File: config.mk
export PLATFORM = sky130hd
export DESIGN_NAME = sp_ram_arbiter_flat
export DESIGN_NICKNAME = d
export VERILOG_FILES = /design/src/rtl/sp_ram_arbiter_if.sv /design/src/rtl/sp_ram_arbiter.sv /design/src/flat_wrapper.sv
export SDC_FILE = /design/constraint.sdc
export NUM_CORES = 1
export LEC_CHECK = 0
export ABC_CLOCK_PERIOD_IN_PS = 1600
export CAP_MARGIN = 20
export CORE_AREA = 2 2 124 126
export CTS_BUF_LIST = sky130_fd_sc_hd__clkbuf_4 sky130_fd_sc_hd__clkbuf_8
export DETAILED_ROUTE_END_ITERATION = 10
export DIE_AREA = 0 0 126 128
export GPL_ROUTABILITY_DRIVEN = 1
export SLEW_MARGIN = 20
export SYNTH_ARGS = -nofsm -noshare
export SYNTH_HDL_FRONTEND = slang
export SYNTH_SLANG_ARGS = --single-unit
File: constraint.sdc
create_clock -name clk -period 1.6 [get_ports clk]
set_input_delay 0.32 -clock clk [delete_from_list [all_inputs] [get_ports clk]]
set_output_delay 0.32 -clock clk [all_outputs]
set_load 0.01 [all_outputs]
File: src/rtl/sp_ram_arbiter_if.sv
// Bundle of master-side req/gnt/rvalid ports and the shared single-port RAM port.
// The arbiter uses the slave modport; the requesters/RAM environment uses master.
interface sp_ram_arbiter_if #(
  parameter int NUM_MASTERS = 2,
  parameter int ADDR_WIDTH  = 32,
  parameter int DATA_WIDTH  = 32
);
  logic [NUM_MASTERS-1:0]            m_req_i;
  logic [NUM_MASTERS-1:0]            m_gnt_o;
  logic [NUM_MASTERS-1:0]            m_rvalid_o;
  logic [NUM_MASTERS*ADDR_WIDTH-1:0] m_addr_i;
  logic [NUM_MASTERS-1:0]            m_we_i;
  logic [NUM_MASTERS*DATA_WIDTH-1:0] m_wdata_i;
  logic [NUM_MASTERS*DATA_WIDTH-1:0] m_rdata_o;
  logic                              mem_req_o;
  logic                              mem_gnt_i;
  logic                              mem_rvalid_i;
  logic [ADDR_WIDTH-1:0]             mem_addr_o;
  logic                              mem_we_o;
  logic [DATA_WIDTH-1:0]             mem_wdata_o;
  logic [DATA_WIDTH-1:0]             mem_rdata_i;

  modport slave (
    input  m_req_i, m_addr_i, m_we_i, m_wdata_i, mem_gnt_i, mem_rvalid_i, mem_rdata_i,
    output m_gnt_o, m_rvalid_o, m_rdata_o, mem_req_o, mem_addr_o, mem_we_o, mem_wdata_o
  );

  modport master (
    output m_req_i, m_addr_i, m_we_i, m_wdata_i, mem_gnt_i, mem_rvalid_i, mem_rdata_i,
    input  m_gnt_o, m_rvalid_o, m_rdata_o, mem_req_o, mem_addr_o, mem_we_o, mem_wdata_o
  );
endinterface

File: src/rtl/sp_ram_arbiter.sv
// Round-robin arbiter sharing one single-port RAM between NUM_MASTERS requesters.
// Read data is captured at grant time and returned to the owner one cycle later.
module sp_ram_arbiter #(
  parameter int NUM_MASTERS = 2,
  parameter int ADDR_WIDTH  = 32,
  parameter int DATA_WIDTH  = 32,
  parameter int CNT_WIDTH   = 16
) (
  input  logic                 clk,
  input  logic                 rst_n,
  sp_ram_arbiter_if.slave      bus,
  output logic                 err_o,
  output logic [CNT_WIDTH-1:0] contention_cnt_o
);
  localparam int IDX_W = (NUM_MASTERS > 1) ? $clog2(NUM_MASTERS) : 1;

  logic [IDX_W-1:0]      r_rr_ptr, r_resp_owner;
  logic                  r_resp_pending, r_rst_mask, r_err;
  logic [DATA_WIDTH-1:0] r_rdata_q;
  logic [CNT_WIDTH-1:0]  r_cnt;

  logic [IDX_W-1:0]      w_sel, w_ptr_nxt;
  logic                  w_found, w_any, w_hs, w_contend;
  logic [ADDR_WIDTH-1:0] w_addr;
  logic [DATA_WIDTH-1:0] w_wdata;
  logic                  w_we;

  // Two passes: indices at/after the pointer win, then wrap to those below it.
  always_comb begin
    w_sel   = '0;
    w_found = 1'b0;
    for (int i = 0; i < NUM_MASTERS; i++) begin
      if (!w_found && bus.m_req_i[i] && (IDX_W'(i) >= r_rr_ptr)) begin
        w_found = 1'b1;
        w_sel   = IDX_W'(i);
      end
    end
    for (int i = 0; i < NUM_MASTERS; i++) begin
      if (!w_found && bus.m_req_i[i]) begin
        w_found = 1'b1;
        w_sel   = IDX_W'(i);
      end
    end
  end

  always_comb begin
    w_addr  = '0;
    w_we    = 1'b0;
    w_wdata = '0;
    for (int i = 0; i < NUM_MASTERS; i++) begin
      if (w_any && (w_sel == IDX_W'(i))) begin
        w_addr  = bus.m_addr_i[i*ADDR_WIDTH +: ADDR_WIDTH];
        w_we    = bus.m_we_i[i];
        w_wdata = bus.m_wdata_i[i*DATA_WIDTH +: DATA_WIDTH];
      end
    end
  end

  assign w_any     = |bus.m_req_i;
  assign w_hs      = rst_n & w_any & bus.mem_gnt_i;
  assign w_contend = ($countones(bus.m_req_i) >= 2);
  assign w_ptr_nxt = (w_sel == IDX_W'(NUM_MASTERS-1)) ? '0 : w_sel + 1'b1;

  assign bus.mem_req_o   = rst_n & w_any;
  assign bus.mem_addr_o  = w_addr;
  assign bus.mem_we_o    = w_we;
  assign bus.mem_wdata_o = w_wdata;

  for (genvar g = 0; g < NUM_MASTERS; g++) begin : g_port
    assign bus.m_gnt_o[g]    = w_hs & (w_sel == IDX_W'(g));
    assign bus.m_rvalid_o[g] = rst_n & bus.mem_rvalid_i & r_resp_pending &
                               (r_resp_owner == IDX_W'(g));
    assign bus.m_rdata_o[g*DATA_WIDTH +: DATA_WIDTH] =
      (r_resp_owner == IDX_W'(g)) ? r_rdata_q : '0;
  end

  // r_rst_mask hides a RAM rvalid left over from a handshake just before reset.
  always_ff @(posedge clk) begin
    if (!rst_n) begin
      r_rr_ptr       <= '0;
      r_resp_owner   <= '0;
      r_resp_pending <= 1'b0;
      r_rdata_q      <= '0;
      r_err          <= 1'b0;
      r_cnt          <= '0;
      r_rst_mask     <= 1'b1;
    end else begin
      r_rst_mask <= 1'b0;
      if (w_hs) begin
        r_rr_ptr       <= w_ptr_nxt;
        r_resp_owner   <= w_sel;
        r_resp_pending <= 1'b1;
        r_rdata_q      <= bus.mem_rdata_i;
      end else begin
        r_resp_pending <= 1'b0;
      end
      if (bus.mem_rvalid_i && !r_resp_pending && !r_rst_mask)
        r_err <= 1'b1;
      if (w_contend && (r_cnt != {CNT_WIDTH{1'b1}}))
        r_cnt <= r_cnt + 1'b1;
    end
  end

  assign err_o            = r_err;
  assign contention_cnt_o = r_cnt;
endmodule

File: src/flat_wrapper.sv
// flat-port wrapper written by rule: the top's interface ports become plain ports
module sp_ram_arbiter_flat 
#(
  parameter int NUM_MASTERS = 2,
  parameter int ADDR_WIDTH  = 32,
  parameter int DATA_WIDTH  = 32,
  parameter int CNT_WIDTH   = 16
)
  (clk, rst_n, err_o, contention_cnt_o, bus_m_req_i, bus_m_addr_i, bus_m_we_i, bus_m_wdata_i, bus_mem_gnt_i, bus_mem_rvalid_i, bus_mem_rdata_i, bus_m_gnt_o, bus_m_rvalid_o, bus_m_rdata_o, bus_mem_req_o, bus_mem_addr_o, bus_mem_we_o, bus_mem_wdata_o);
  sp_ram_arbiter_if #(.NUM_MASTERS(NUM_MASTERS), .ADDR_WIDTH(ADDR_WIDTH), .DATA_WIDTH(DATA_WIDTH)) bus_i ();
  input  logic clk;
  input  logic rst_n;
  output logic err_o;
  output logic [CNT_WIDTH-1:0] contention_cnt_o;
  input wire logic [$bits(bus_i.m_req_i)-1:0] bus_m_req_i;
  input wire logic [$bits(bus_i.m_addr_i)-1:0] bus_m_addr_i;
  input wire logic [$bits(bus_i.m_we_i)-1:0] bus_m_we_i;
  input wire logic [$bits(bus_i.m_wdata_i)-1:0] bus_m_wdata_i;
  input wire logic [$bits(bus_i.mem_gnt_i)-1:0] bus_mem_gnt_i;
  input wire logic [$bits(bus_i.mem_rvalid_i)-1:0] bus_mem_rvalid_i;
  input wire logic [$bits(bus_i.mem_rdata_i)-1:0] bus_mem_rdata_i;
  output wire logic [$bits(bus_i.m_gnt_o)-1:0] bus_m_gnt_o;
  output wire logic [$bits(bus_i.m_rvalid_o)-1:0] bus_m_rvalid_o;
  output wire logic [$bits(bus_i.m_rdata_o)-1:0] bus_m_rdata_o;
  output wire logic [$bits(bus_i.mem_req_o)-1:0] bus_mem_req_o;
  output wire logic [$bits(bus_i.mem_addr_o)-1:0] bus_mem_addr_o;
  output wire logic [$bits(bus_i.mem_we_o)-1:0] bus_mem_we_o;
  output wire logic [$bits(bus_i.mem_wdata_o)-1:0] bus_mem_wdata_o;
  assign bus_i.m_req_i = bus_m_req_i;
  assign bus_i.m_addr_i = bus_m_addr_i;
  assign bus_i.m_we_i = bus_m_we_i;
  assign bus_i.m_wdata_i = bus_m_wdata_i;
  assign bus_i.mem_gnt_i = bus_mem_gnt_i;
  assign bus_i.mem_rvalid_i = bus_mem_rvalid_i;
  assign bus_i.mem_rdata_i = bus_mem_rdata_i;
  assign bus_m_gnt_o = bus_i.m_gnt_o;
  assign bus_m_rvalid_o = bus_i.m_rvalid_o;
  assign bus_m_rdata_o = bus_i.m_rdata_o;
  assign bus_mem_req_o = bus_i.mem_req_o;
  assign bus_mem_addr_o = bus_i.mem_addr_o;
  assign bus_mem_we_o = bus_i.mem_we_o;
  assign bus_mem_wdata_o = bus_i.mem_wdata_o;
  sp_ram_arbiter #(.NUM_MASTERS(NUM_MASTERS), .ADDR_WIDTH(ADDR_WIDTH), .DATA_WIDTH(DATA_WIDTH), .CNT_WIDTH(CNT_WIDTH)) u_core (.clk(clk), .rst_n(rst_n), .bus(bus_i), .err_o(err_o), .contention_cnt_o(contention_cnt_o));
endmodule
==> impl_metrics.py, run 1 <==
metrics = {
    "synthesis": {
        "synth_cells": 420,
        "netlist_area_um2": 3198,
        "synth-async-reset-ratio_pct": 0,
        "syn_avg_cell_area_um2": 7.614,
        "ys_top_cells_by_area": "dfxtp_1, a22o_1, nand2_1, and2_1, nor2b_1",
        "synth_warnings": 0,
        "ys_seq_area_share_pct": 33.18,
        "ys.flop_type": "dfxtp_1",
        "synth_top_area_share_pct": 33.18,
        "synth_common_cells": "nand2_1, a22o_1, dfxtp_1, o21ai_0",
        "synth.net_count": 589,
        "yosysTopAreaCell": "dfxtp_1",
        "yosysMostFrequentCell": "nand2_1",
        "synth_cell_types": 32,
        "ys_ff_latch": 53,
        "synth-edff-count": 0,
    },
    "place": {
        "dp_cells": 934,
        "gp_congestion": 0.8791,
        "hpwl_mm": 13.35,
        "port_buffers": 318,
        "pre_cts_ws_ps": -920.8,
    },
    "clocking": {
        "cts_hold_buf": 0,
        "tritoncts": "done",
        "clockRootBuffer": "clkbuf_8",
        "cts_buffers": 5,
        "clock_sinks": 53,
        "clk_latency_ps": 310,
        "cts.clk_slew.worst_paths_ps": 100,
        "h-tree-depth": 2,
        "clockBufferDepth": 2,
    },
    "drt": {
        "wl_met1_mm": 6.538,
        "dr.max_layer_used": "met5",
        "wl_met2_mm": 9.745,
        "detail-route-antenna-nets": 0,
        "met3WireLength_mm": 1.532,
        "vias": 4604,
        "via_per_inst": 4.674,
        "drt_pass1_iterations": 4,
        "wirelength_mm": 18.30,
        "route.detailed.wl_per_inst_um": 18.58,
        "drt_iter0_drc": 129,
        "drc_errors": 0,
    },
    "global_routing": {
        "antenna_found_initial": 3,
        "grt_usage_pct": 20.41,
        "grt_pass1_wl_mm": 25.80,
        "grt_pass1_vias": 4586,
        "grt_max_degree": 66,
        "grt_overflow": 0,
    },
    "setup_path": {
        "critPathMaxFanout": 14,
        "cp-start-kind": "flop",
        "path_cells": "buf_6 > a21boi_4 > buf_6 > buf_12 > buf_16 > a22o_1 > buf_2",
        "startpoint": "u_core.r_rr_ptr$_SDFFE_PN0P_",
        "cp-end-kind": "primary output",
        "cp_slowest_stage_delay_ps": 340,
        "r2r_setup_slack_ps": 20,
        "ff2ff_path_depth": 5,
        "crit_end": "bus_mem_wdata_o[27]",
        "critPathKind": "reg -> out",
        "r2r_start": "u_core.contention_cnt_o[5]$_SDFFE_PN0P_",
        "arrival_ps": 1590,
        "required_ps": 1280,
        "path_common_cell": "buf_6",
        "cpMaxStageDelayCell": "dfxtp_2",
        "r2r_end": "u_core.contention_cnt_o[15]$_SDFFE_PN0P_",
    },
    "floorplanning": {
        "start_util_pct": 21.52,
        "num_rows": 45,
        "die_h_um": 128,
        "num_io_pins": 319,
        "dieWidth_um": 126,
        "die_area_um2": 16130,
        "core_um2": 14860,
    },
    "finish": {
        "final.fill_count": 1468,
        "syn2layout_area_growth_pct": 133.5,
        "finalNonFillerCells": 985,
        "fin_nets": 964,
        "drive_gt1_share_pct": 36.43,
    },
    "sta": {
        "min_period_ps": 1911,
        "slew_headroom_pct": 67.07,
        "slew_viol_final": 0,
        "fin_skew_ps": 8.596,
        "tightest_slew_ps": 494.0,
        "setup_viol_count_final": 109,
        "rsz0062_at_grt": "true",
        "fmax_ghz": 0.5234,
        "hold_viol": 0,
        "hold_slack_ps": 478.7,
        "final.period_utilization_pct": 119.4,
        "layout_setup_ws_ps": -310.6,
    },
    "status": {
        "status": "complete, but fails checks",
        "violations": "setup timing",
    },
    "power_and_ir_drop": {
        "worst_ir_drop_vdd_uv": 364.3,
        "cellLeakagePower_nw": 3.414,
        "power_density_nw_per_um2": 506.9,
    },
    "job": {
        "cap_violations": 0,
    },
    "worst_hold_path": {
        "min_path_type": "reg -> reg",
    },
}
## how the worst min path moves through the flow
stage	start	endpoint	slack [ps]	cells after the start
4_1_cts	u_core.r_rdata_q[10]$_SDFFE_PN0P_	u_core.r_rdata_q[10]$_SDFFE_PN0P_	470	2
6_report	u_core.r_rdata_q[9]$_SDFFE_PN0P_	u_core.r_rdata_q[9]$_SDFFE_PN0P_	480	2
2_1_floorplan	bus_mem_rdata_i[0]	u_core.r_rdata_q[0]$_SDFFE_PN0P_	430	2
3_5_place_dp	u_core.r_rdata_q[10]$_SDFFE_PN0P_	u_core.r_rdata_q[10]$_SDFFE_PN0P_	460	2
3_3_place_gp	u_core.err_o$_SDFFE_PN0P_	u_core.err_o$_SDFFE_PN0P_	450	2
5_1_grt	u_core.r_rdata_q[9]$_SDFFE_PN0P_	u_core.r_rdata_q[9]$_SDFFE_PN0P_	510	2
## power by group
| group | switching (mW) | total (mW) | internal (mW) |
|---|---|---|---|
| combinational | 0.615 | 1.57 | 0.954 |
| clock | 0.477 | 0.791 | 0.313 |
| sequential | 0.0505 | 1.42 | 1.37 |
## state kept, by name, summed over array words and instances (netlist names)
signal                   count
u_core.r_rst_mask            1
u_core.contention_cnt_o     16
u_core.r_resp_owner          1
u_core.r_rdata_q            32
u_core.r_resp_pending        1
u_core.err_o                 1
u_core.r_rr_ptr              1
## metrics by stage
stage	setup TNS (ps)	cell area, µm²	total power [mW]	utilization [%]
final	-18250	7467	3.785	50.24
after global routing	-24600	7465	3.973	50.22
after CTS	-22610	7159	3.754	48.17
after detailed placement	-84090	6947	2.934	46.73
after global placement	-80510	6947	2.919	46.73
after floorplan	-1606	3252	1.914	-
## layout make-up
cell class	count	area [µm²]	share of cell area (%)
timing repair buffer	405	3812	51.06
multi-input combinational	322	2203	29.51
sequential	53	1095	14.66
tap	188	235.2	3.150
clock buffer	5	68.82	0.9216
inverter	8	30.03	0.4021
clock inverter	3	20.02	0.2681
antenna	1	2.502	0.03351
## layer usage
layer	vias to the layer above	track usage [%]
li1	2232	-
met5	-	0
met3	27	6.803
met1	2139	21.27
met2	202	38.71
met4	4	6.141
## timing repair
| action | CTS | global route |
|---|---|---|
| cloned | 8 | 7 |
| gates resized for setup | 441 | 204 |
| endpoints found under the setup margin | 189 | 164 |
| setup buffers | 10 | 21 |
| pin swaps | 9 | 25 |
## cell usage in the layout (no fill, tap or decap), drive strengths merged
cell type        n
nand4            7
inv             10
dfxtp           53
o31ai            4
clkinv           1
dlymetal6s2s     1
clkdlybuf4s50  167
a22o            65
nand2           82
a211oi           5
clkdlybuf4s15    4
nand3            6
diode            1
dlygate4sd2     14
and3             1
nor3             3
bufbuf           1
mux2i            9
o21ai           33
nand2b           6
and4             2
clkbuf          32
a21oi           11
or2              2
nor2b           32
nor2             8
or4              4
ha               1
and2            32
buf            191
or3              1
nor4b            1
o21a             1
a21boi           3
nor4             3
## critical path, delay by kind of cell, from the launching register on
family | cells | cell delay, ps
flip-flops | 1 | 340
AO/OA/AOI/OAI | 2 | 280
buffers and inverters | 5 | 650
## logic make-up after synthesis
logic type               after synthesis  share of synthesized area [%]
AND/OR/NAND/NOR                      190                          30.56
AO/OA/AOI/OAI                        122                          27.74
flip-flops                            53                          33.18
buffers and inverters                 45                          5.321
multiplexers                           9                          2.817
adder cells (fa/ha/maj)                1                         0.3912
Power figures use the tool's default switching activity.
==> run 2, diff against run 1 <==
- ABC_CLOCK_PERIOD_IN_PS: 1600 -> 1550
- clock period: 1.6 -> 1.55 ns (I/O delays scaled with it)
==> run 2 against run 1 <==
Against the previous run: worst hold slack about the same; critical path depth unchanged; first-iteration DRC count up 74%; critical endpoint is now bus_mem_wdata_o[5]; count of clock-buffer cells in the layout up 1; clock skew rose by 1.6 ps; wire length grew 5.2%; the flow still finishes with violations (setup timing); combinational power increased by 13%; sequential cell count stayed put; sequential share of layout area fell by 0.65 points; global-route usage is 1.3 points higher.
==> impl_metrics.py, run 2 (synthesized netlist as in run 1, its figures left out) <==
metrics = {
    "status": {
        "status": "complete, but fails checks",
        "violations": "setup timing",
    },
    "drt": {
        "drc_errors": 0,
        "route.detailed.wl_per_inst_um": 19.37,
        "via_per_inst": 4.669,
        "detail-route-antenna-nets": 0,
        "vias": 4641,
        "drt_pass1_iterations": 4,
        "wirelength_mm": 19.25,
        "drt_iter0_drc": 224,
    },
    "worst_hold_path": {
        "hp-start": "u_core.r_rdata_q[30]$_SDFFE_PN0P_",
        "whs_path_depth": 2,
        "min_path_type": "reg -> reg",
        "min_to": "u_core.r_rdata_q[30]$_SDFFE_PN0P_",
    },
    "clocking": {
        "tritoncts": "done",
        "clockBufferDepth": 2,
        "clk_latency_ps": 300,
        "cts.clk_slew.worst_paths_ps": 100,
        "clockRootBuffer": "clkbuf_8",
        "cts_hold_buf": 0,
        "h-tree-depth": 2,
        "clock_sinks": 53,
        "cts_buffers": 5,
    },
    "sta": {
        "slew_viol_final": 0,
        "slew_headroom_pct": 63.95,
        "rsz0062_at_grt": "true",
        "fin_setup_tns_ps": -21780,
        "layout_setup_ws_ps": -375.8,
        "final.period_utilization_pct": 124.2,
        "tightest_slew_ps": 540.7,
        "fmax_ghz": 0.5193,
        "hold_viol": 0,
        "fin_skew_ps": 10.21,
        "min_period_ps": 1926,
        "hold_slack_ps": 478.3,
        "setup_viol_count_final": 93,
    },
    "place": {
        "hpwl_mm": 13.24,
        "pre_cts_ws_ps": -1052,
        "placed_area_um2": 6949,
        "dp_cells": 938,
        "gp_congestion": 0.7986,
        "port_buffers": 318,
    },
    "power_and_ir_drop": {
        "power_density_nw_per_um2": 522.5,
        "power_mw": 4.072,
        "worst_ir_drop_vdd_uv": 326.1,
        "cellLeakagePower_nw": 3.527,
    },
    "setup_path": {
        "required_ps": 1240,
        "cp-end-kind": "primary output",
        "r2r_end": "u_core.contention_cnt_o[11]$_SDFFE_PN0P_",
        "arrival_ps": 1620,
        "r2r_setup_slack_ps": -30,
        "critPathKind": "reg -> out",
        "cp-start-kind": "flop",
        "ff2ff_path_depth": 5,
        "r2r_start": "u_core.contention_cnt_o[1]$_SDFFE_PN0P_",
        "critPathMaxFanout": 7,
    },
    "floorplanning": {
        "die_area_um2": 16130,
        "num_rows": 45,
        "dieWidth_um": 126,
        "num_io_pins": 319,
        "die_h_um": 128,
        "core_um2": 14860,
        "start_util_pct": 21.52,
    },
    "finish": {
        "n_antenna_cell": 0,
        "drive_gt1_share_pct": 38.83,
        "mostFrequentLayoutCells": "clkdlybuf4s50_1, nand2_1, buf_2",
        "syn2layout_area_growth_pct": 143.7,
        "post-route-util_pct": 52.43,
        "final.fill_count": 1414,
        "final_area_um2": 7794,
        "largest_reg_flops": 32,
        "top_register": "u_core.r_rdata_q",
        "finalNonFillerCells": 994,
        "final_common_cell": "clkdlybuf4s50_1",
        "fin_nets": 974,
    },
    "global_routing": {
        "grt_usage_pct": 21.74,
        "grt_overflow": 0,
        "grt_pass1_vias": 4690,
        "grt_max_degree": 66,
        "grt_pass1_wl_mm": 27.28,
        "antenna_found_initial": 0,
    },
    "job": {
        "cap_violations": 0,
    },
}
run 2: routing by layer:
metal	part of all wire (%)	vias up	track usage, %
li1	-	2251	-
met1	41	2202	26.87
met2	52	176	38.96
met3	6.3	12	5.301
met4	0.60	0	3.555
met5	0	-	0
run 2: worst max path at each step:
stage,startpoint,endpoint,slack [ps],cells after the start
6_report,u_core.r_rr_ptr$_SDFFE_PN0P_,bus_mem_wdata_o[5],-380,7
4_1_cts,u_core.r_rr_ptr$_SDFFE_PN0P_,bus_mem_addr_o[0],-430,7
2_1_floorplan,u_core.contention_cnt_o[2]$_SDFFE_PN0P_,u_core.contention_cnt_o[9]$_SDFFE_PN0P_,-30,5
3_5_place_dp,bus_m_req_i[0],bus_mem_wdata_o[10],-1050,5
3_3_place_gp,bus_m_req_i[0],bus_mem_wdata_o[6],-1000,5
5_1_grt,u_core.r_rr_ptr$_SDFFE_PN0P_,bus_mem_wdata_o[19],-440,7
run 2: power by group:
group          total, mW  switching, mW  internal [mW]
registers           1.47         0.0518           1.42
logic               1.77          0.690           1.08
clock network      0.834          0.492          0.342
run 2: cell type report:
class,count,area [µm²],area share [%]
well taps,188,235.2,3.018
inverters,8,32.53,0.4174
repair buffers,415,4005,51.39
clock buffers,6,76.32,0.9793
multi-input cells,322,2338,30.00
flip-flops and latches,53,1092,14.02
clock inverters,2,13.76,0.1766
run 2: what timing repair did:
| action | CTS | global route |
|---|---|---|
| setup buffers | 23 | 15 |
| cloned | 14 | 4 |
| pin swaps | 23 | 36 |
| setup endpoints to repair | 193 | 164 |
| gates resized for setup | 567 | 127 |
run 2: critical path: stages (launching register included):
cell and delay, ps:
dfxtp_2 340, inv_2 80, a21boi_4 70, buf_4 160, buf_12 130, buf_8 140
a22o_4 280, buf_6 120
